**config.mk**
```make
export PLATFORM = sky130hd
export DESIGN_NAME = fmeas_readout_ctrl
export DESIGN_NICKNAME = d
export VERILOG_FILES = /design/src/rtl/fmeas_readout_ctrl.sv
export SDC_FILE = /design/constraint.sdc
export NUM_CORES = 1
export LEC_CHECK = 0
export CORE_MARGIN = 2
export CORE_UTILIZATION = 40
export DETAILED_ROUTE_END_ITERATION = 12
export DONT_BUFFER_PORTS = 1
export GPL_TIMING_DRIVEN = 1
export SLEW_MARGIN = 30
export SYNTH_ARGS = -nofsm -noshare
export SYNTH_HDL_FRONTEND = slang
export SYNTH_SLANG_ARGS = --single-unit
```
**constraint.sdc**
```tcl
create_clock -name clk -period 3.4 [get_ports clk]
set_input_delay 0.51 -clock clk [delete_from_list [all_inputs] [get_ports clk]]
set_output_delay 0.51 -clock clk [all_outputs]
set_load 0.005 [all_outputs]
```
**src/rtl/fmeas_readout_ctrl.sv**
```systemverilog
`default_nettype none
// ============================================================================
// Module      : fmeas_readout_ctrl
// Description : Sequences NUM_CH ring-oscillator frequency measurements
//               (clear, gate, settle, snapshot). Each enabled channel is then
//               sent as a framed, channel-tagged serial word, raw and
//               Manchester-coded.
//               Optional macro FMEAS_PARITY_EN appends an even-parity bit,
//               computed over the count bits, to each channel frame.
// Revision    : 1.0 - initial release
// ============================================================================
module fmeas_readout_ctrl #(
    parameter int         NUM_CH = 4,
    parameter int         CNT_W  = 20,
    parameter int         GATE_W = 16,
    parameter int         SETTLE = 4,
    parameter logic [3:0] HDR    = 4'b1010
) (
    input  logic                    clk,
    input  logic                    rst_n,
    input  logic                    ena,
    input  logic                    start,
    input  logic                    cont,
    input  logic [NUM_CH-1:0]       ch_mask,
    input  logic [GATE_W-1:0]       gate_cycles,
    input  logic [NUM_CH*CNT_W-1:0] cnt_in,
    output logic                    ctr_rst_o,
    output logic                    gate_o,
    output logic                    ser_bit,
    output logic                    ser_valid,
    output logic                    mch_out,
    output logic                    busy,
    output logic                    frame_done
);

    localparam int C_ID_W  = (NUM_CH > 1) ? $clog2(NUM_CH) : 1;
`ifdef FMEAS_PARITY_EN
    localparam int C_PAR_W = 1;
`else
    localparam int C_PAR_W = 0;
`endif
    localparam int C_L     = 4 + C_ID_W + CNT_W + C_PAR_W;
    localparam int C_BIT_W = $clog2(C_L);
    localparam int C_SET_W = (SETTLE > 1) ? $clog2(SETTLE) : 1;
    localparam int C_TMR_W = (GATE_W > C_SET_W) ? GATE_W : C_SET_W;

    typedef enum logic [2:0] {
        S_IDLE   = 3'd0,
        S_CLEAR  = 3'd1,
        S_GATE   = 3'd2,
        S_SETTLE = 3'd3,
        S_SNAP   = 3'd4,
        S_SEND   = 3'd5,
        S_DONE   = 3'd6
    } state_t;

    state_t                     r_state;
    state_t                     w_next;
    logic                       r_sync1;
    logic                       r_sync2;
    logic                       r_sync3;
    logic [C_TMR_W-1:0]         r_tmr;
    logic [C_BIT_W-1:0]         r_bit;
    logic [C_ID_W-1:0]          r_ch;
    logic [NUM_CH-1:0]          r_mask;
    logic [NUM_CH*CNT_W-1:0]    r_snap;
    logic [C_L-1:0]             r_shift;

    logic                       w_start_rise;
    logic                       w_first_found;
    logic [C_ID_W-1:0]          w_first_ch;
    logic                       w_nxt_found;
    logic [C_ID_W-1:0]          w_nxt_ch;
    logic [CNT_W-1:0]           w_first_val;
    logic [CNT_W-1:0]           w_nxt_val;
    logic [C_TMR_W-1:0]         w_gate_load;

    function automatic logic [C_L-1:0] f_frame(input logic [C_ID_W-1:0] id,
                                               input logic [CNT_W-1:0]  val);
`ifdef FMEAS_PARITY_EN
        return {HDR, id, val, ^val};
`else
        return {HDR, id, val};
`endif
    endfunction

    assign w_start_rise = r_sync2 & ~r_sync3;
    assign w_gate_load  = (gate_cycles == '0) ? '0 : C_TMR_W'(gate_cycles - 1'b1);
    assign w_first_val  = cnt_in[int'(w_first_ch)*CNT_W +: CNT_W];
    assign w_nxt_val    = r_snap[int'(w_nxt_ch)*CNT_W +: CNT_W];

    // Descending scan so the lowest qualifying index is the one that sticks.
    always_comb begin
        w_first_found = 1'b0;
        w_first_ch    = '0;
        w_nxt_found   = 1'b0;
        w_nxt_ch      = '0;
        for (int i = NUM_CH - 1; i >= 0; i--) begin
            if (ch_mask[i]) begin
                w_first_found = 1'b1;
                w_first_ch    = C_ID_W'(i);
            end
            if (r_mask[i] && (i > int'(r_ch))) begin
                w_nxt_found = 1'b1;
                w_nxt_ch    = C_ID_W'(i);
            end
        end
    end

    always_ff @(posedge clk or negedge rst_n) begin
        if (!rst_n) begin
            r_state <= S_IDLE;
        end else if (ena) begin
            r_state <= w_next;
        end
    end

    always_comb begin
        w_next     = r_state;
        ctr_rst_o  = 1'b0;
        gate_o     = 1'b0;
        ser_valid  = 1'b0;
        frame_done = 1'b0;
        busy       = (r_state != S_IDLE);
        case (r_state)
            S_IDLE:   if (w_start_rise) w_next = S_CLEAR;
            S_CLEAR: begin
                ctr_rst_o = 1'b1;
                if (r_tmr == '0) w_next = S_GATE;
            end
            S_GATE: begin
                gate_o = 1'b1;
                if (r_tmr == '0) w_next = S_SETTLE;
            end
            S_SETTLE: if (r_tmr == '0) w_next = S_SNAP;
            S_SNAP:   w_next = w_first_found ? S_SEND : S_DONE;
            S_SEND: begin
                ser_valid = 1'b1;
                if ((r_bit == '0) && !w_nxt_found) w_next = S_DONE;
            end
            S_DONE: begin
                frame_done = 1'b1;
                w_next     = cont ? S_CLEAR : S_IDLE;
            end
            default:  w_next = S_IDLE;
        endcase
    end

    always_ff @(posedge clk or negedge rst_n) begin
        if (!rst_n) begin
            r_sync1 <= 1'b0;
            r_sync2 <= 1'b0;
            r_sync3 <= 1'b0;
            r_tmr   <= '0;
            r_bit   <= '0;
            r_ch    <= '0;
            r_mask  <= '0;
            r_snap  <= '0;
            r_shift <= '0;
        end else if (ena) begin
            r_sync1 <= start;
            r_sync2 <= r_sync1;
            r_sync3 <= r_sync2;

            // Phase timer reloads on every state change, counts down to zero otherwise.
            if (w_next != r_state) begin
                case (w_next)
                    S_CLEAR:  r_tmr <= C_TMR_W'(1);
                    S_GATE:   r_tmr <= w_gate_load;
                    S_SETTLE: r_tmr <= C_TMR_W'(SETTLE - 1);
                    default:  r_tmr <= '0;
                endcase
            end else if (r_tmr != '0) begin
                r_tmr <= r_tmr - 1'b1;
            end

            if (r_state == S_SNAP) begin
                r_snap  <= cnt_in;
                r_mask  <= ch_mask;
                r_ch    <= w_first_ch;
                r_bit   <= C_BIT_W'(C_L - 1);
                r_shift <= w_first_found ? f_frame(w_first_ch, w_first_val) : '0;
            end else if (r_state == S_SEND) begin
                if (r_bit == '0) begin
                    if (w_nxt_found) begin
                        r_ch    <= w_nxt_ch;
                        r_bit   <= C_BIT_W'(C_L - 1);
                        r_shift <= f_frame(w_nxt_ch, w_nxt_val);
                    end else begin
                        r_shift <= '0;
                    end
                end else begin
                    r_bit   <= r_bit - 1'b1;
                    r_shift <= r_shift << 1;
                end
            end
        end
    end

    assign ser_bit = r_shift[C_L-1];
    assign mch_out = ser_valid & (ser_bit ^ clk);

endmodule
`default_nettype wire
```
==> metrics <==
dominant combinational cell family by area after synthesis=multiplexers; Reg clk slew, reported paths=0.06 ns; share of the yosys chip area belonging to registers=0.439; register-to-register setup slack=0.14 ns; starting utilization of the core area=0.407; Sw Pwr=0.00270 W; wire length of the first global-routing pass=29300 µm; average wire length per cell after detail routing=20.2 µm; smallest hold slack=0.0657 ns; Hold Vio Cnt, Final=0; sequential fraction of design power=0.343; Crit path arrival time=3.69 ns; clock latency reported for the late side of the worst-skew pair=0.53 ns; Total Power Consumption=0.00732 W; mux share of post-synthesis cell area=0.181; Fin Clk Skew=0.00964 ns; Worst Hold Launch=ena; clock share of power=0.282; instance count of the mapped netlist=657; post-synthesis share of cell area spent on and, or, nand and nor gates=0.155; ANT cells=0; final global-route overflow total=0; Starting DRT DRC Count=351; synth warn=0; post-detailed-placement cell area=7020 µm²; initial antenna violation count=0; Die Y-Extent=134 µm; vias per std cell=5.96; Worst Reg-to-Reg Cells=9; overall via count from detail_route=5289; pin count of the biggest net entering global routing=119; Post-Place Setup Slack=0.129 ns; synthesized netlist net count=767; number of flops mapped to enable cells by yosys=0; final instance area=7750 µm²; placer congestion estimate=0.867; Die ar.=17900 µm²; number of synthesized register bits=118; Post-route DRC=0; XOR/XNOR Fraction of Synth Area=0.0208; number of setup violations in the final report=0; number of global-route vias before repair=5471; Tcrit/Tclk final=0.960; Post-CTS Setup Bufs=0; f_max=306 MHz; CP Capture Type=flop; result of the run=finished, final reports clean; fraction of layout instances using a drive strength above 1=0.237; area growth from synthesis to layout=15.2%; Max Cap Viol=0; overall routed net length=17900 µm; count of final max-slew check failures=0; top fanout value on the critical path=13; fin cells=887; class of the tightest hold or removal check=input pin to flop; terminus of the critical flop-to-flop path=r_tmr[10]$_DFFE_PN0P_; total half-perimeter wirelength after legalization and detailed placement=11900 µm; Sw Ratio=0.368; Cell variety after synth=65; tightest slew margin relative to the limit=0.440; Inst Count DP=851; compound-cell area share of the yosys netlist=0.161; combinational share of power=0.375; reg2reg start=r_tmr[0]$_DFFE_PN0P_; static leakage power=3.06 nW; first drt pass iteration count=5; Mapped Area=6730 µm²; Avg Inst Size Synth=10.2 µm²; classification of the worst setup path=flop to flop; # IOs=112; VDD IR max=0.553 mV; power density over the cells=945 nW/µm²; async set-or-reset flop fraction in the synthesized netlist=1.00; category of the worst setup path launch point=flop; number of nets with antenna violations after routing=0; TritonCTS clock tree=built; global-route total usage across every layer=0.212; core box area=16500 µm²; Primary FF master, synth=dfrtp_1; Hold Path End=r_state[2]$_DFFE_PN0P_; synthesized-area fraction occupied by adder cells=0.00930; Worst Hold Depth=1; width of the chip=134 µm; Pint=0.00463 W; measured slew at the worst slew-check pin=0.833 ns; final layout net count=765; Port Buffer Count=0; floorplan row count=47; least setup slack across all paths after layout=0.137 ns; Tmin final=3.26 ns; data required time at the worst endpoint=3.83 ns
[cell families after synthesis]
kind of cell | Yosys count
adders and majority gates | 5
AOI/OAI and AO/OA | 151
buffers and inverters | 58
DFF | 118
xor gates and xnor gates | 16
muxes | 88
and+or+nand+nor | 221
[cell usage in the layout (no fill, tap or decap), types with 3 or more instances in the layout]
cell type / synthesis / layout
o21a_1: 4 / 4
mux4_2: 20 / 20
nor2_1: 56 / 52
nor3_1: 16 / 16
and2_1: 3 / 3
and3_1: 5 / 5
nor2b_1: 4 / 4
a311oi_1: 20 / 20
clkbuf_8: 0 / 3
clkinvlp_4: 0 / 3
nand2_1: 85 / 84
buf_4: 0 / 17
clkbuf_16: 0 / 20
o21ai_0: 43 / 43
mux2_2: 64 / 64
mux2i_1: 3 / 3
o21ai_1: 9 / 9
a31oi_1: 4 / 4
nand2b_1: 9 / 9
a221oi_1: 23 / 23
xor2_1: 6 / 6
xnor2_1: 10 / 10
nand3b_1: 6 / 6
inv_1: 14 / 14
nor4_1: 9 / 9
o211ai_1: 6 / 6
or4_1: 5 / 5
a21oi_1: 13 / 13
nand3_1: 9 / 9
dfrtp_1: 118 / 118
bufinv_16: 0 / 3
ha_1: 5 / 5
[through the flow]
step	TNS, ns	utilization
after floorplan	0	-
after global placement	0	0.424
after detailed placement	0	0.425
after CTS	0	0.469
after global routing	-0.0479	0.469
final	0	0.469
[worst max path at each step]
stage               slack [ns]  cells after the start            startpoint                     to
floorplan                 0.44                     11  r_tmr[0]$_DFFE_PN0P_  r_tmr[13]$_DFFE_PN0P_
global placement          0.20                      9  r_tmr[0]$_DFFE_PN0P_  r_tmr[11]$_DFFE_PN0P_
detailed placement        0.13                      9  r_tmr[0]$_DFFE_PN0P_  r_tmr[10]$_DFFE_PN0P_
CTS                       0.12                      9  r_tmr[0]$_DFFE_PN0P_  r_tmr[10]$_DFFE_PN0P_
global route             -0.03                      9  r_tmr[0]$_DFFE_PN0P_  r_tmr[10]$_DFFE_PN0P_
finish                    0.14                      9  r_tmr[0]$_DFFE_PN0P_  r_tmr[10]$_DFFE_PN0P_
[cells in the mapped netlist (all sizes together), types with 4 or more instances]
master	instances	share of area
nor2b	4	0.0037
o21ai	52	0.039
a21oi	13	0.0097
clkbuf	38	0.021
nor4	9	0.0084
dfrtp	118	0.44
o211ai	8	0.010
xor2	6	0.0078
nor3	17	0.013
ha	5	0.0093
buf	6	0.0046
nand3	10	0.0082
mux4	20	0.067
a221oi	23	0.030
nand2	85	0.047
mux2	65	0.11
a311oi	20	0.026
nand3b	6	0.0067
xnor2	10	0.013
and3	5	0.0047
nand2b	9	0.0084
a31oi	4	0.0037
inv	14	0.0078
nor2	56	0.031
o21a	4	0.0045
or4	6	0.0073
[final cells by class]
class                           count  area [µm²]
Clock buffer                       23         542
Clock inverter                     11         149
Inverter                           14        52.6
Multi-Input combinational cell    481        3590
Fill cell                        1553        8770
Sequential cell                   118        2950
Timing Repair Buffer               20         185
Tap cell                          220         275
[power groups by stage]
| stage | registers (W) | logic, W | clock network (W) |
|---|---|---|---|
| after floorplan | 0.00235 | 0.00207 | 0.0000222 |
| after global placement | 0.00248 | 0.00264 | 0.0000222 |
| after detailed placement | 0.00251 | 0.00272 | 0.0000222 |
| after CTS | 0.00250 | 0.00276 | 0.00212 |
| after global routing | 0.00260 | 0.00308 | 0.00218 |
| final | 0.00251 | 0.00275 | 0.00207 |
[critical path, cell delays in order, from the launching register on]
cell	delay [ns]
dfrtp_1	0.40
inv_1	0.08
ha_1	0.19
or3b_2	0.52
or4_1	0.65
a21oi_1	0.23
nand3_1	0.12
nor3_1	0.42
nand3_4	0.29
o211ai_1	0.27
[registers in the layout (all words and copies together), names as in the netlist]
name     cells
r_bit        5
r_sync1      1
r_sync3      1
r_state      3
r_ch         2
r_shift     26
r_snap      60
r_sync2      1
r_mask       3
r_tmr       16
[per-layer routing]
metal	up-vias	routed length, µm	global-route usage
met5	-	0	0
met3	27	1130	0.0780
li1	2455	-	-
met1	2649	7670	0.265
met2	158	8830	0.347
met4	0	287	0.0603
[repair_timing]
action / 4_1_cts / 5_1_grt
hold buffers: 2 / 0
hold endpoints to repair: 118 / 0
setup endpoints to repair: 0 / 11
resized for setup: 0 / 1
Note: power is estimated with default switching activity, not from simulation.
